===== config.mk =====
export PLATFORM = sky130hd
export DESIGN_NAME = pim_dispatch
export DESIGN_NICKNAME = d
export VERILOG_FILES = /design/src/rtl/pim_sched_pkg.sv /design/src/rtl/pim_rr_pick.sv /design/src/rtl/pim_dispatch.sv
export SDC_FILE = /design/constraint.sdc
export NUM_CORES = 1
export LEC_CHECK = 0
export CORE_MARGIN = 3
export CORE_UTILIZATION = 55
export DETAILED_ROUTE_END_ITERATION = 16
export DONT_BUFFER_PORTS = 1
export GPL_TIMING_DRIVEN = 0
export MAX_ROUTING_LAYER = met4
export PLACE_DENSITY = 0.7
export SETUP_SLACK_MARGIN = 0.02
export SYNTH_ARGS = -nofsm -noshare
export SYNTH_HDL_FRONTEND = slang
export SYNTH_SLANG_ARGS = --single-unit

===== constraint.sdc =====
create_clock -name clk -period 2.05 [get_ports clk]
set_input_delay 0.3075 -clock clk [delete_from_list [all_inputs] [get_ports clk]]
set_output_delay 0.3075 -clock clk [all_outputs]
set_load 0.02 [all_outputs]

===== src/rtl/pim_sched_pkg.sv =====
// Shared constants for the PIM/PNM dispatch path: command classes,
// command width, dispatcher FSM encoding and a cyclic index helper.
package pim_sched_pkg;

  localparam int CMD_W = 5;

  localparam logic [1:0] CLS_PIM = 2'b10;
  localparam logic [1:0] CLS_PNM = 2'b11;

  typedef enum logic [1:0] {
    ST_IDLE      = 2'd0,
    ST_ARB       = 2'd1,
    ST_PNM_ISSUE = 2'd2,
    ST_PNM_WAIT  = 2'd3
  } state_t;

  // Position 'off' steps after 'base' on a ring of n entries.
  function automatic int ring_idx(input int base, input int off, input int n);
    return (base + off) % n;
  endfunction

endpackage


===== src/rtl/pim_rr_pick.sv =====
// Combinational round-robin picker: first set bit of avail at or after ptr,
// searching cyclically. grant is all-zero when avail is empty.
module pim_rr_pick
  import pim_sched_pkg::*;
#(
  parameter int N  = 2,
  parameter int PW = (N > 1) ? $clog2(N) : 1
) (
  input  logic [N-1:0]  avail,
  input  logic [PW-1:0] ptr,
  output logic [N-1:0]  grant,
  output logic [PW-1:0] grant_idx
);

  logic [PW-1:0] idx;

  // Walk from the farthest offset back to ptr so the nearest hit wins.
  always_comb begin
    grant     = '0;
    grant_idx = '0;
    idx       = '0;
    for (int off = N - 1; off >= 0; off--) begin
      idx = PW'(ring_idx(int'(ptr), off, N));
      if (avail[idx]) begin
        grant      = '0;
        grant[idx] = 1'b1;
        grant_idx  = idx;
      end
    end
  end

endmodule


===== src/rtl/pim_dispatch.sv =====
// Dispatcher below the local scheduler: routes PIM commands round-robin to
// free executors and PNM commands to the single PNM engine over one issue bus.
module pim_dispatch
  import pim_sched_pkg::*;
#(
  parameter int  DATA_WIDTH = 32,
  parameter int  BLOCK_SIZE = 1024,
  parameter int  NUM_EXEC   = 2,
  localparam int ADDR_W     = $clog2(BLOCK_SIZE),
  localparam int PTR_W      = (NUM_EXEC > 1) ? $clog2(NUM_EXEC) : 1
) (
  input  logic                  clk,
  input  logic                  rst,
  input  logic                  cmd_valid,
  output logic                  cmd_ready,
  input  logic [CMD_W-1:0]      cmd,
  input  logic [ADDR_W-1:0]     addr1,
  input  logic [ADDR_W-1:0]     addr2,
  input  logic [ADDR_W-1:0]     addr3,
  input  logic [DATA_WIDTH-1:0] din,
  input  logic [NUM_EXEC-1:0]   pim_busy,
  output logic [NUM_EXEC-1:0]   pim_start,
  output logic                  pnm_start,
  input  logic                  pnm_done,
  output logic [CMD_W-1:0]      out_cmd,
  output logic [ADDR_W-1:0]     out_a1,
  output logic [ADDR_W-1:0]     out_a2,
  output logic [ADDR_W-1:0]     out_a3,
  output logic [DATA_WIDTH-1:0] out_din,
  output logic [7:0]            illegal_cnt,
  output logic                  idle,
  output state_t                state_dbg,
  output logic [PTR_W-1:0]      rr_ptr_dbg
);

  // Handshake: a command transfers on a rising edge where cmd_valid and
  // cmd_ready are both high; cmd_ready depends only on the FSM state.

  state_t                state_q, state_d;
  logic [PTR_W-1:0]      rr_ptr_q;
  logic [NUM_EXEC-1:0]   recent_q;
  logic [CMD_W-1:0]      hold_cmd;
  logic [ADDR_W-1:0]     hold_a1, hold_a2, hold_a3;
  logic [DATA_WIDTH-1:0] hold_din;

  logic                  accept;
  logic [1:0]            cls;
  logic                  cls_illegal;
  logic [NUM_EXEC-1:0]   avail;
  logic [NUM_EXEC-1:0]   grant;
  logic [PTR_W-1:0]      grant_idx;
  logic                  issue_pim;
  logic                  issue_pnm;

  assign cmd_ready   = (state_q == ST_IDLE);
  assign accept      = cmd_valid & cmd_ready;
  assign cls         = cmd[4:3];
  assign cls_illegal = (cls != CLS_PIM) && (cls != CLS_PNM);
  // An executor pulsed last cycle may not show busy yet, so mask it out.
  assign avail       = ~pim_busy & ~recent_q;
  assign idle        = (state_q == ST_IDLE) && (pim_start == '0) && !pnm_start;
  assign state_dbg   = state_q;
  assign rr_ptr_dbg  = rr_ptr_q;

  pim_rr_pick #(
    .N  (NUM_EXEC),
    .PW (PTR_W)
  ) u_pick (
    .avail     (avail),
    .ptr       (rr_ptr_q),
    .grant     (grant),
    .grant_idx (grant_idx)
  );

  always_ff @(posedge clk) begin
    if (rst) state_q <= ST_IDLE;
    else     state_q <= state_d;
  end

  always_comb begin
    state_d   = state_q;
    issue_pim = 1'b0;
    issue_pnm = 1'b0;
    case (state_q)
      ST_IDLE: begin
        if (accept && cls == CLS_PIM)      state_d = ST_ARB;
        else if (accept && cls == CLS_PNM) state_d = ST_PNM_ISSUE;
      end
      ST_ARB: begin
        if (avail != '0) begin
          issue_pim = 1'b1;
          state_d   = ST_IDLE;
        end
      end
      ST_PNM_ISSUE: begin
        issue_pnm = 1'b1;
        state_d   = ST_PNM_WAIT;
      end
      ST_PNM_WAIT: begin
        if (pnm_done) state_d = ST_IDLE;
      end
      default: state_d = ST_IDLE;
    endcase
  end

  always_ff @(posedge clk) begin
    if (rst) begin
      pim_start   <= '0;
      pnm_start   <= 1'b0;
      recent_q    <= '0;
      rr_ptr_q    <= '0;
      illegal_cnt <= '0;
      hold_cmd    <= '0;
      hold_a1     <= '0;
      hold_a2     <= '0;
      hold_a3     <= '0;
      hold_din    <= '0;
      out_cmd     <= '0;
      out_a1      <= '0;
      out_a2      <= '0;
      out_a3      <= '0;
      out_din     <= '0;
    end else begin
      pim_start <= issue_pim ? grant : '0;
      pnm_start <= issue_pnm;
      recent_q  <= pim_start;
      if (accept) begin
        hold_cmd <= cmd;
        hold_a1  <= addr1;
        hold_a2  <= addr2;
        hold_a3  <= addr3;
        hold_din <= din;
        if (cls_illegal && illegal_cnt != 8'hFF) illegal_cnt <= illegal_cnt + 8'd1;
      end
      if (issue_pim || issue_pnm) begin
        out_cmd <= hold_cmd;
        out_a1  <= hold_a1;
        out_a2  <= hold_a2;
        out_a3  <= hold_a3;
        out_din <= hold_din;
      end
      if (issue_pim) begin
        rr_ptr_q <= (grant_idx == PTR_W'(NUM_EXEC - 1)) ? '0 : grant_idx + 1'b1;
      end
    end
  end

endmodule


Yosys cells after proc, flatten, opt, wreduce, memory -nomap -nowiden
Cells that the tools add are included.

Register bits: 150. Bits in latches: 0. Bits in writable memories: 0. Bits in read-only memories: 0. Bits of input ports: 73. Word-level logic and storage cells: 76. Memories: 0.

Add/sub/neg operators: 3. $mul: 0. Divide/modulo/power cells: 0. Magnitude comparators: 4. Eq/ne operators: 11. Shift-type cells: 0. Multiplexer cells: 21. Bitwise operators: 5. Reduce and logical (&&, ||, !) cells: 16.

Operators with widths (count): 1-bit two-way mux (12); 2-bit two-way mux (6); 8-bit by 1-bit adder with 8-bit output (second input constant) (1); 2-bit == test (second input constant) (4); 1-bit logical AND (8); 2-bit inequality test (second input constant) (4); 8-bit inequality test (second input constant) (1); 2-bit one-hot mux with 4 select lines (1); 2-bit logical NOT (2); 1-bit by 2-bit less-than comparator with 1-bit output (second input constant) (2); 2-bit NOT (2); 3-bit by 1-bit inequality test with 1-bit output (second input constant) (1); 3-bit AND reduction (1); 1-bit adder (second input constant) (2); 2-bit AND (1); 1-bit demux with 1-bit select (2); 2-bit by 1-bit == test with 1-bit output (second input constant) (1); 1-bit >= comparator (second input constant) (2); 2-bit AND reduction (1); 2-bit nonzero test (1); 2-bit OR reduction (1); 1-bit AND (1); 1-bit logical NOT (1); 1-bit logical OR (1); 1-bit NOT (1).

Logic depth before layout (Yosys ltp)
Gate-level depths: netlist of run 1.

Word-level depth: 8. Gate-level depth with buffers: 7.

By module
A second synthesis of run 1 with hierarchy kept.

Cells, all modules: 587. Area total of the unflattened synthesis: 5436.5 µm².

Modules (own cells, without submodules): pim_dispatch (times used 1, cells an instance 583, area each 5410.2 µm², sequential area each 3002.9 µm²); pim_rr_pick (times used 1, cells an instance 4, area each 26.3 µm², sequential area each 0.0 µm²).

Worst setup path after synthesis of run 1
OpenSTA, ideal clock, no wires.

Path kind: reg-to-output. From: reg state_q[1], in the netlist state_dbg[1]. To: out idle. Arrival: 1.656 ns. Data required time: 1.742 ns. Setup slack: 0.087 ns. Cell stages (with the launch flop): 4. Cell sequence: dfxtp_1 > buf_6 > nor2_1 > nor4b_1.

Word-level cells in the longest chain between the ends: 3.

Ends and longest elaborated chain: start, declared (line pim_dispatch.sv:39) `state_t state_q, state_d;`; start signal, assigned (line pim_dispatch.sv:77) `else state_q <= state_d;`; 2-bit logical NOT; net cmd_ready (line pim_dispatch.sv:15) `output logic cmd_ready,`; 1-bit logical AND (2 in a row) (line pim_dispatch.sv:61) `assign idle = (state_q == ST_IDLE) && (pim_start == '0) && !pnm_start;`; end, declared (line pim_dispatch.sv:31) `output logic idle,`.

The timed path passes the listed nets, and every way through them passes these cells.

Worst setup path after layout of run 1
From: reg state_q[1], in the netlist state_dbg[1]. To: reg out_a1[2].

Word-level cells in the longest chain between the ends: 3.

Ends and longest elaborated chain: 2-bit by 1-bit == test with 1-bit output or 2-bit == test (tied branches) (line pim_dispatch.sv:84) `case (state_q)`; 1-bit two-way mux (line pim_dispatch.sv:84); 1-bit logical OR (*) (line pim_dispatch.sv:135) `if (issue_pim || issue_pnm) begin`; end signal, assigned (line pim_dispatch.sv:137) `out_a1 <= hold_a1;`; end, declared (line pim_dispatch.sv:26) `output logic [ADDR_W-1:0] out_a1,`.

Mark *: on every way between the ends. The rest lies on a longest branch, timed or not. A chain may end at the register's enable or synchronous reset.

==> reports/summary.md, run 1 <==
The flow ran to the end, and the final reports show no timing, DRC or antenna violations. The run gives 0 as the max-slew violation count. The most numerous cell type found on the critical path is sky130_fd_sc_hd__buf_6.

The tools report the DRC marker count from the first detailed-route iteration as 161. The via count of the first global-routing pass is 4316, and the CTS clock-pin slew for the worst setup and hold paths is 0.07 ns. The first detailed-routing pass took 5 iterations. Leaving out fill and tap cells, the most frequent cells in the layout are 148 x sky130_fd_sc_hd__dfxtp_1, 141 x sky130_fd_sc_hd__nand2_1, 74 x sky130_fd_sc_hd__nor2_1.

The critical path is of the reg2reg type. For the summed negative setup slack over all endpoints, the log shows 0 ns. The total inserted antenna cells is 0, and the count of flip-flops with a built-in enable after synthesis is 0.

The share of synthesized area in the top cell type comes to 56.3%. Summed over all cells, the static leakage comes to 3.00 nW. The slowest stage of the critical path belongs to the cell sky130_fd_sc_hd__dfxtp_2. The H-tree level count is 4, and the number of hold violations in the final report is 0. The worst hold path passes through 2 cells. Setup violations remaining at the end of the flow were counted as 0. After detailed routing, the average wire length per cell comes to 16.4 µm.

The logs give 748 for the count of nets after finishing and 3010 µm² for the flip-flop and latch area. The number of antenna violations at the first check in global routing came out at 0. For this design the top-level I/O count stands at 156.

Setup repair after global routing left no endpoint under its margin. The vertical extent of the die was 104 µm. The average cell area after synthesis works out to 9.08 µm². The power density of the placed cells was 1000 nW/µm²; the shortest clock period the worst path allows after layout was 1.91 ns. The clock network latency to the later pin of the worst-skew pair was 0.50 ns; the global-route wire length before repair was 21.9 mm.

The run gives 17 as the total clock buffers created by CTS. The tools report the nature of the critical path startpoint as a register. The total routing resource utilization after global routing was 25.8%; the synthesized area was 5330 µm². Dividing the final minimum period by the clock period gives 93.3%. The worst hold slack after final layout was 0.0386 ns. The library cell occupying the most area in the post-synthesis netlist is sky130_fd_sc_hd__dfxtp_1.

The critical path goes through buf_6 > and2b_1 > a21oi_4 > buf_6 > buf_4 > mux2i_1 > nor2_1. The placeable core area was 9330 µm²; the gate count after technology mapping was 587. The predominant post-synthesis flop cell was sky130_fd_sc_hd__dfxtp_1. Kind of end point of the critical path: a register.

The total of fill cells in the finished design was 708. The worst pin sits at a relative slew slack of 62.3%. STA puts the critical path data required time at 2.43 ns. Max-cap violations in this run came to 0. Of the synthesized area, sequential elements account for 56.3%.

Ranked by total cell area, the synthesized netlist is headed by sky130_fd_sc_hd__dfxtp_1 56%, sky130_fd_sc_hd__mux2i_1 13%, sky130_fd_sc_hd__nand2_1 9.9%. VDD sags by at most 0.698 mV. Measured in cells, the most critical reg-to-reg path has a length of 7.

The path with the worst hold slack has its endpoint at pim_start[1]$_SDFF_PP0_. The tools report the detailed placer's ending HPWL as 8.69 mm. The kind of path behind the tightest hold check was in2reg. For this run, the slowest stage of the critical path takes 0.40 ns. The tools report the effective utilization at floorplan as 57.2%. The count of nets left with antenna violations once routing finished came out at 0. The tools report the maximum buffer depth of the clock tree as 2.

Commonest non-fill, non-tap cell in the layout: sky130_fd_sc_hd__dfxtp_1. For the pin with the worst max-slew slack, the measured transition is 0.566 ns. On the final layout, the worst clock skew is 0.0125 ns. After synthesis the netlist holds a flip-flop and latch count of 150. The slack of the worst reg-to-reg path is 0.14 ns, and the net count after synthesis is 661. The post-detailed-routing wire length came out at 13.4 mm. TritonCTS built the clock tree. The fraction of synthesis flops using an asynchronous set or reset pin is 0%, and the count of standard-cell rows is 35. The die outline width works out to 104 µm.

Timing would allow up to 523 MHz. Global routing finished with a remaining overflow of 0. The run gives 0 as the number of remaining DRC errors. In this run the post-CTS setup repair buffer count came out at 0. The tools report the critical hold path startpoint as pim_busy[1]. The share of post-route cells with drive strength above 1 came out at 8.15%. For the number of sinks on the clock net, the log shows 150. Warning count from the yosys run: 0.

Summing all multi-input logic gate instances after layout gives 2180 µm². The startpoint identified for the worst register-to-register timing path is state_dbg[1]$_SDFFE_PP0P_. Input and output buffers added on the ports amount to 0. Along the worst path, the maximum fanout reaches 10. Compared with the post-synthesis result, the final layout area differs by 27.5%. For the data arrival time of the critical path, the log shows 2.29 ns.

The final weighted congestion in routability-driven placement came out at 0.801. In this run the critical register-to-register path is captured at out_a1[2]$_SDFFE_PP0P_. The detail-routed via count per cell is 5.22, and the total die area is 10900 µm². The tools report the buffer type at the clock tree root as sky130_fd_sc_hd__clkbuf_8.

The routed layout has 4256 vias. The logs give 32 for the number of distinct library cells after synthesis and 17 for the pin count of the biggest net entering global routing.
## area by class of cell
cell class / count / share of cell area [%]
Sequential cell: 150 / 44.2
Multi-Input combinational cell: 396 / 32.1
Timing Repair Buffer: 68 / 10.0
Clock buffer: 17 / 6.09
Buffer: 39 / 2.73
Tap cell: 129 / 2.38
Clock inverter: 15 / 2.30
Inverter: 2 / 0.110
## routing by layer
layer	wire length, µm	global-route usage (%)
met3	873	7.95
met5	0	-
met4	187	8.55
met1	5500	29.0
met2	6820	43.8
## how the worst max path moves through the flow
stage,startpoint,to,slack [ns],cells past startpoint
finish,state_dbg[1]$_SDFFE_PP0P_,out_a1[2]$_SDFFE_PP0P_,0.14,7
global route,state_dbg[1]$_SDFFE_PP0P_,out_a1[2]$_SDFFE_PP0P_,0.04,7
CTS,state_dbg[1]$_SDFFE_PP0P_,out_a1[3]$_SDFFE_PP0P_,0.02,7
detailed placement,state_dbg[1]$_SDFFE_PP0P_,out_a1[3]$_SDFFE_PP0P_,-0.26,7
global placement,state_dbg[1]$_SDFFE_PP0P_,out_cmd[0]$_SDFFE_PP0P_,-0.27,7
floorplan,state_dbg[1]$_SDFFE_PP0P_,idle,0.09,3
## worst max-delay path, delay by kind of cell (launching register included)
family / cells / cell delay [ns]
flip-flops: 1 / 0.40
buffers and inverters: 3 / 0.62
multiplexers: 1 / 0.26
AND/OR/NAND/NOR: 2 / 0.28
AO/OA/AOI/OAI: 1 / 0.23
## registers in the layout, indices dropped and copies added, names as in the netlist, 8 cells and up
name and count:
hold_a3 10, hold_din 32, out_a2 10, hold_a2 10
illegal_cnt 8, out_a1 10, out_a3 10, hold_a1 10
out_din 32
## stage by stage
stage | worst slack, ns | std cells | area [µm²] | power (W) | util, %
floorplan | 0.0868 | 587 | 5330 | 0.00362 | -
global placement | -0.268 | 716 | 5490 | 0.00373 | 58.9
detailed placement | -0.259 | 716 | 5490 | 0.00375 | 58.9
CTS | 0.0232 | 816 | 6780 | 0.00685 | 72.7
global route | 0.0413 | 816 | 6800 | 0.00708 | 72.9
finish | 0.137 | 816 | 6800 | 0.00682 | 72.9
## synth_stat cells (all sizes together), types with 2 or more instances
cell	count
nor2b	5
nor2	75
mux2i	70
clkbuf	30
o21bai	2
buf	9
nand3	3
o21ai	5
nand2	141
dfxtp	150
xor2	2
or3	4
nor3	3
inv	2
a21oi	73
## cell families after synthesis
| logic type | count (synthesis) | share of synthesized area [%] |
|---|---|---|
| xor+xnor | 2 | 0.329 |
| flops | 150 | 56.3 |
| fa+ha+maj | 1 | 0.235 |
| compound gates | 85 | 8.57 |
| simple gates | 238 | 18.1 |
| buf+inv | 41 | 3.33 |
| mux | 70 | 13.1 |
## power by group
part	leakage [nW]	total [W]	switching, W	internal, W
combinational	1.50	0.000641	0.000355	0.000286
clock	0.278	0.00300	0.00134	0.00167
sequential	1.22	0.00318	0.000132	0.00305
## what timing repair did
| action | CTS | global route |
|---|---|---|
| hold buffers | 68 | 0 |
| gates resized for setup | 13 | 6 |
| endpoints found under the setup margin | 64 | 66 |
| endpoints found under the hold margin | 69 | 0 |
Power figures use the tool's default switching activity.
==> run 2: changes to the inputs <==
Settings changed: SKIP_CTS_REPAIR_TIMING set to 1.
==> run 2 against run 1 <==
Net effect: sequential share of layout area about the same; sequential cell count stayed put; cell count unchanged; sequential power about the same; clock-buffer cell count unchanged; clock skew up 0.00056 ns; critical path depth did not move; combinational power hardly changed; register-to-register slack barely moved; via count barely moved; maximum frequency about the same; highest routed layer unchanged.
==> reports/summary.md, run 2 (synthesis gave the netlist of run 1 again) <==
The count of nets after finishing came out at 748 (unchanged). The kind of path behind the tightest hold check is in2reg. Met3 global-route usage: 8.75% (+0.81 points).

The vertical extent of the die came out at 104 µm (unchanged). The run gives 3867 (-10%) as the via count of the first global-routing pass. The total inserted antenna cells was 0 (unchanged). Post-detailed-routing wire length: 13.3 mm (-0.30%). The max-slew violation count came out at 0 (unchanged).

The run gives 150 (unchanged) as the number of sinks on the clock net. The fmax is 523 MHz (about the same), and the final weighted congestion in routability-driven placement is 0.801 (unchanged). The run gives 26.0% (-3.0 points) as the global routing usage on met1. The tools report the nature of the critical path startpoint as a register.

The final setup skew was 0.0130 ns (+0.000562 ns); the DRC marker count from the first detailed-route iteration was 187 (+16%). Kind of end point of the critical path: a register. The via count is 4260 (+0.094%). The shortest clock period the worst path allows after layout was 1.91 ns (-0.00169 ns). The share of post-route cells with drive strength above 1 is 8.30% (+0.15 points). The overall overflow remaining after global route is 0 (unchanged), and the CTS clock-pin slew for the worst setup and hold paths is 0.06 ns (about the same).

The total routing resource utilization after global routing was 23.2% (-2.6 points). The commonest non-fill, non-tap cell in the layout was sky130_fd_sc_hd__dfxtp_1. The tools report the clock network latency to the later pin of the worst-skew pair as 0.51 ns (about the same). The utilization after layout is 72.9% (about the same).

For the pin count of the biggest net entering global routing, the log shows 17 (unchanged). The measured slew at the worst slew-check pin was 0.581 ns (+0.0155 ns); the post-route clock period utilization was 93.2% (about the same). The relative area change from synthesis to final layout is 27.5% (about the same). The tools report the detailed placer's ending HPWL as 8.69 mm (unchanged).

The routed wirelength normalized by instance count is 16.3 µm (-0.30%), and the leakage component of the power is 3.00 nW (about the same). The run gives 19.6 mm (-11%) as the global-route wire length before repair. For the total clock buffers created by CTS, the log shows 17 (unchanged).

The number of antenna violations at the first check in global routing is 0 (unchanged), and the worst hold slack after final layout is 0.0231 ns (-0.0155 ns). The total die area is 10900 µm² (unchanged), and the final total power is 0.00682 W (about the same). The run gives 4 (-1) as the first-pass iteration count of the detailed router. The data arrival time of the critical path came out at 2.29 ns (about the same). The power density of the placed cells works out to 1000 nW/µm² (-0.10%). The run gives 4 (unchanged) as the H-tree level count. The count of boundary I/O pins is 156 (unchanged).

The maximum buffer depth of the clock tree was 2 (unchanged). The logs give 9330 µm² (unchanged) for the placeable core area and 2180 µm² (unchanged) for the area of the multi-input gates. The detail-routed via count per cell is 5.22 (about the same), and the max-cap violation count is 0 (unchanged).

The flow ran to the end, and the final reports show no timing, DRC or antenna violations. The tools report the worst path required time as 2.42 ns (about the same). The tightest slew margin relative to the limit is 61.2% (-1.0 points), and the count of standard-cell rows is 35 (unchanged).

Peak fanout along the critical path: 10 (unchanged). In the layout the commonest cells are 148 x sky130_fd_sc_hd__dfxtp_1, 141 x sky130_fd_sc_hd__nand2_1, 74 x sky130_fd_sc_hd__nor2_1. The critical setup path kind is reg2reg. The logs give 0.690 mV (-1.1%) for the highest ir drop seen on vdd and 0 (unchanged) for the number of hold violations in the final report. Total of fill cells in the finished design: 711 (+0.42%). Number of endpoints failing setup at the final stage: 0 (unchanged). TritonCTS built the clock tree. The count of input and output buffers is 0 (unchanged). After global routing, the most crowded layer is met2. The flip-flop and latch area is 3010 µm² (unchanged), and the summed negative setup slack over all endpoints is 0 ns (unchanged). Setup repair after global routing left no endpoint under its margin. Effective utilization at floorplan: 57.2% (unchanged).

The tools report the buffer type at the clock tree root as sky130_fd_sc_hd__clkbuf_8. The die outline width is 104 µm (unchanged). The largest registers in the layout are hold_din: 32 flops, out_din: 32 flops. Met2 track demand over resource: 38.4% (-5.4 points).

The tools report the count of nets left with antenna violations after detail routing as 0 (unchanged). The run gives 0 (unchanged) as the number of remaining DRC errors.
run 2: per-stage QoR:
stage                     instance area (µm²)  cells  setup WS [ns]
after floorplan                          5330    587         0.0868
after global placement                   5490    716         -0.268
after detailed placement                 5490    716         -0.259
after CTS                                6060    748         -0.592
after global routing                     6800    816         0.0629
final                                    6800    816          0.139
run 2: final timing paths:
check | start | to | slack, ns | depth (start not counted)
setup reg to reg | state_dbg[1]$_SDFFE_PP0P_ | out_a1[3]$_SDFFE_PP0P_ | 0.14 | 7
setup / recovery | state_dbg[1]$_SDFFE_PP0P_ | out_a1[3]$_SDFFE_PP0P_ | 0.14 | 7
hold / removal | cmd[4] | illegal_cnt[2]$_SDFFE_PP0P_ | 0.02 | 2
hold reg to reg | hold_a1[4]$_SDFFE_PP0P_ | hold_a1[4]$_SDFFE_PP0P_ | 0.45 | 2
run 2: layout make-up:
cell class,instances,share of cell area (%)
Tap cell,129,2.37
Clock inverter,15,2.30
Clock buffer,17,6.09
Multi-Input combinational cell,396,32.1
Timing Repair Buffer,68,10.0
Sequential cell,150,44.2
Inverter,2,0.110
Buffer,39,2.74
run 2: critical path, cell delays in order, from the launching register on:
cell and delay (ns):
sky130_fd_sc_hd__dfxtp_2 0.39, sky130_fd_sc_hd__buf_6 0.16, sky130_fd_sc_hd__and2b_1 0.22, sky130_fd_sc_hd__a21oi_4 0.23, sky130_fd_sc_hd__buf_6 0.21, sky130_fd_sc_hd__buf_4 0.24
sky130_fd_sc_hd__mux2i_1 0.25, sky130_fd_sc_hd__nor2_1 0.07
run 2: power by group:
| group | internal [W] | total [W] | switching [W] |
|---|---|---|---|
| sequential | 0.00305 | 0.00318 | 0.000132 |
| combinational | 0.000287 | 0.000639 | 0.000352 |
| clock | 0.00167 | 0.00300 | 0.00133 |
run 2: metal layers:
layer  part of all wire, %  vias up
li1                      -     2110
met2                    51      129
met1                    40     2010
met4                  0.94        0
met5                     0        -
met3                   7.4       11
==> run 3: changes to the inputs <==
Settings changed: ABC_AREA set to 0.
==> results of run 3 <==
Final layout, timing and power as in run 2 (identical DEF).
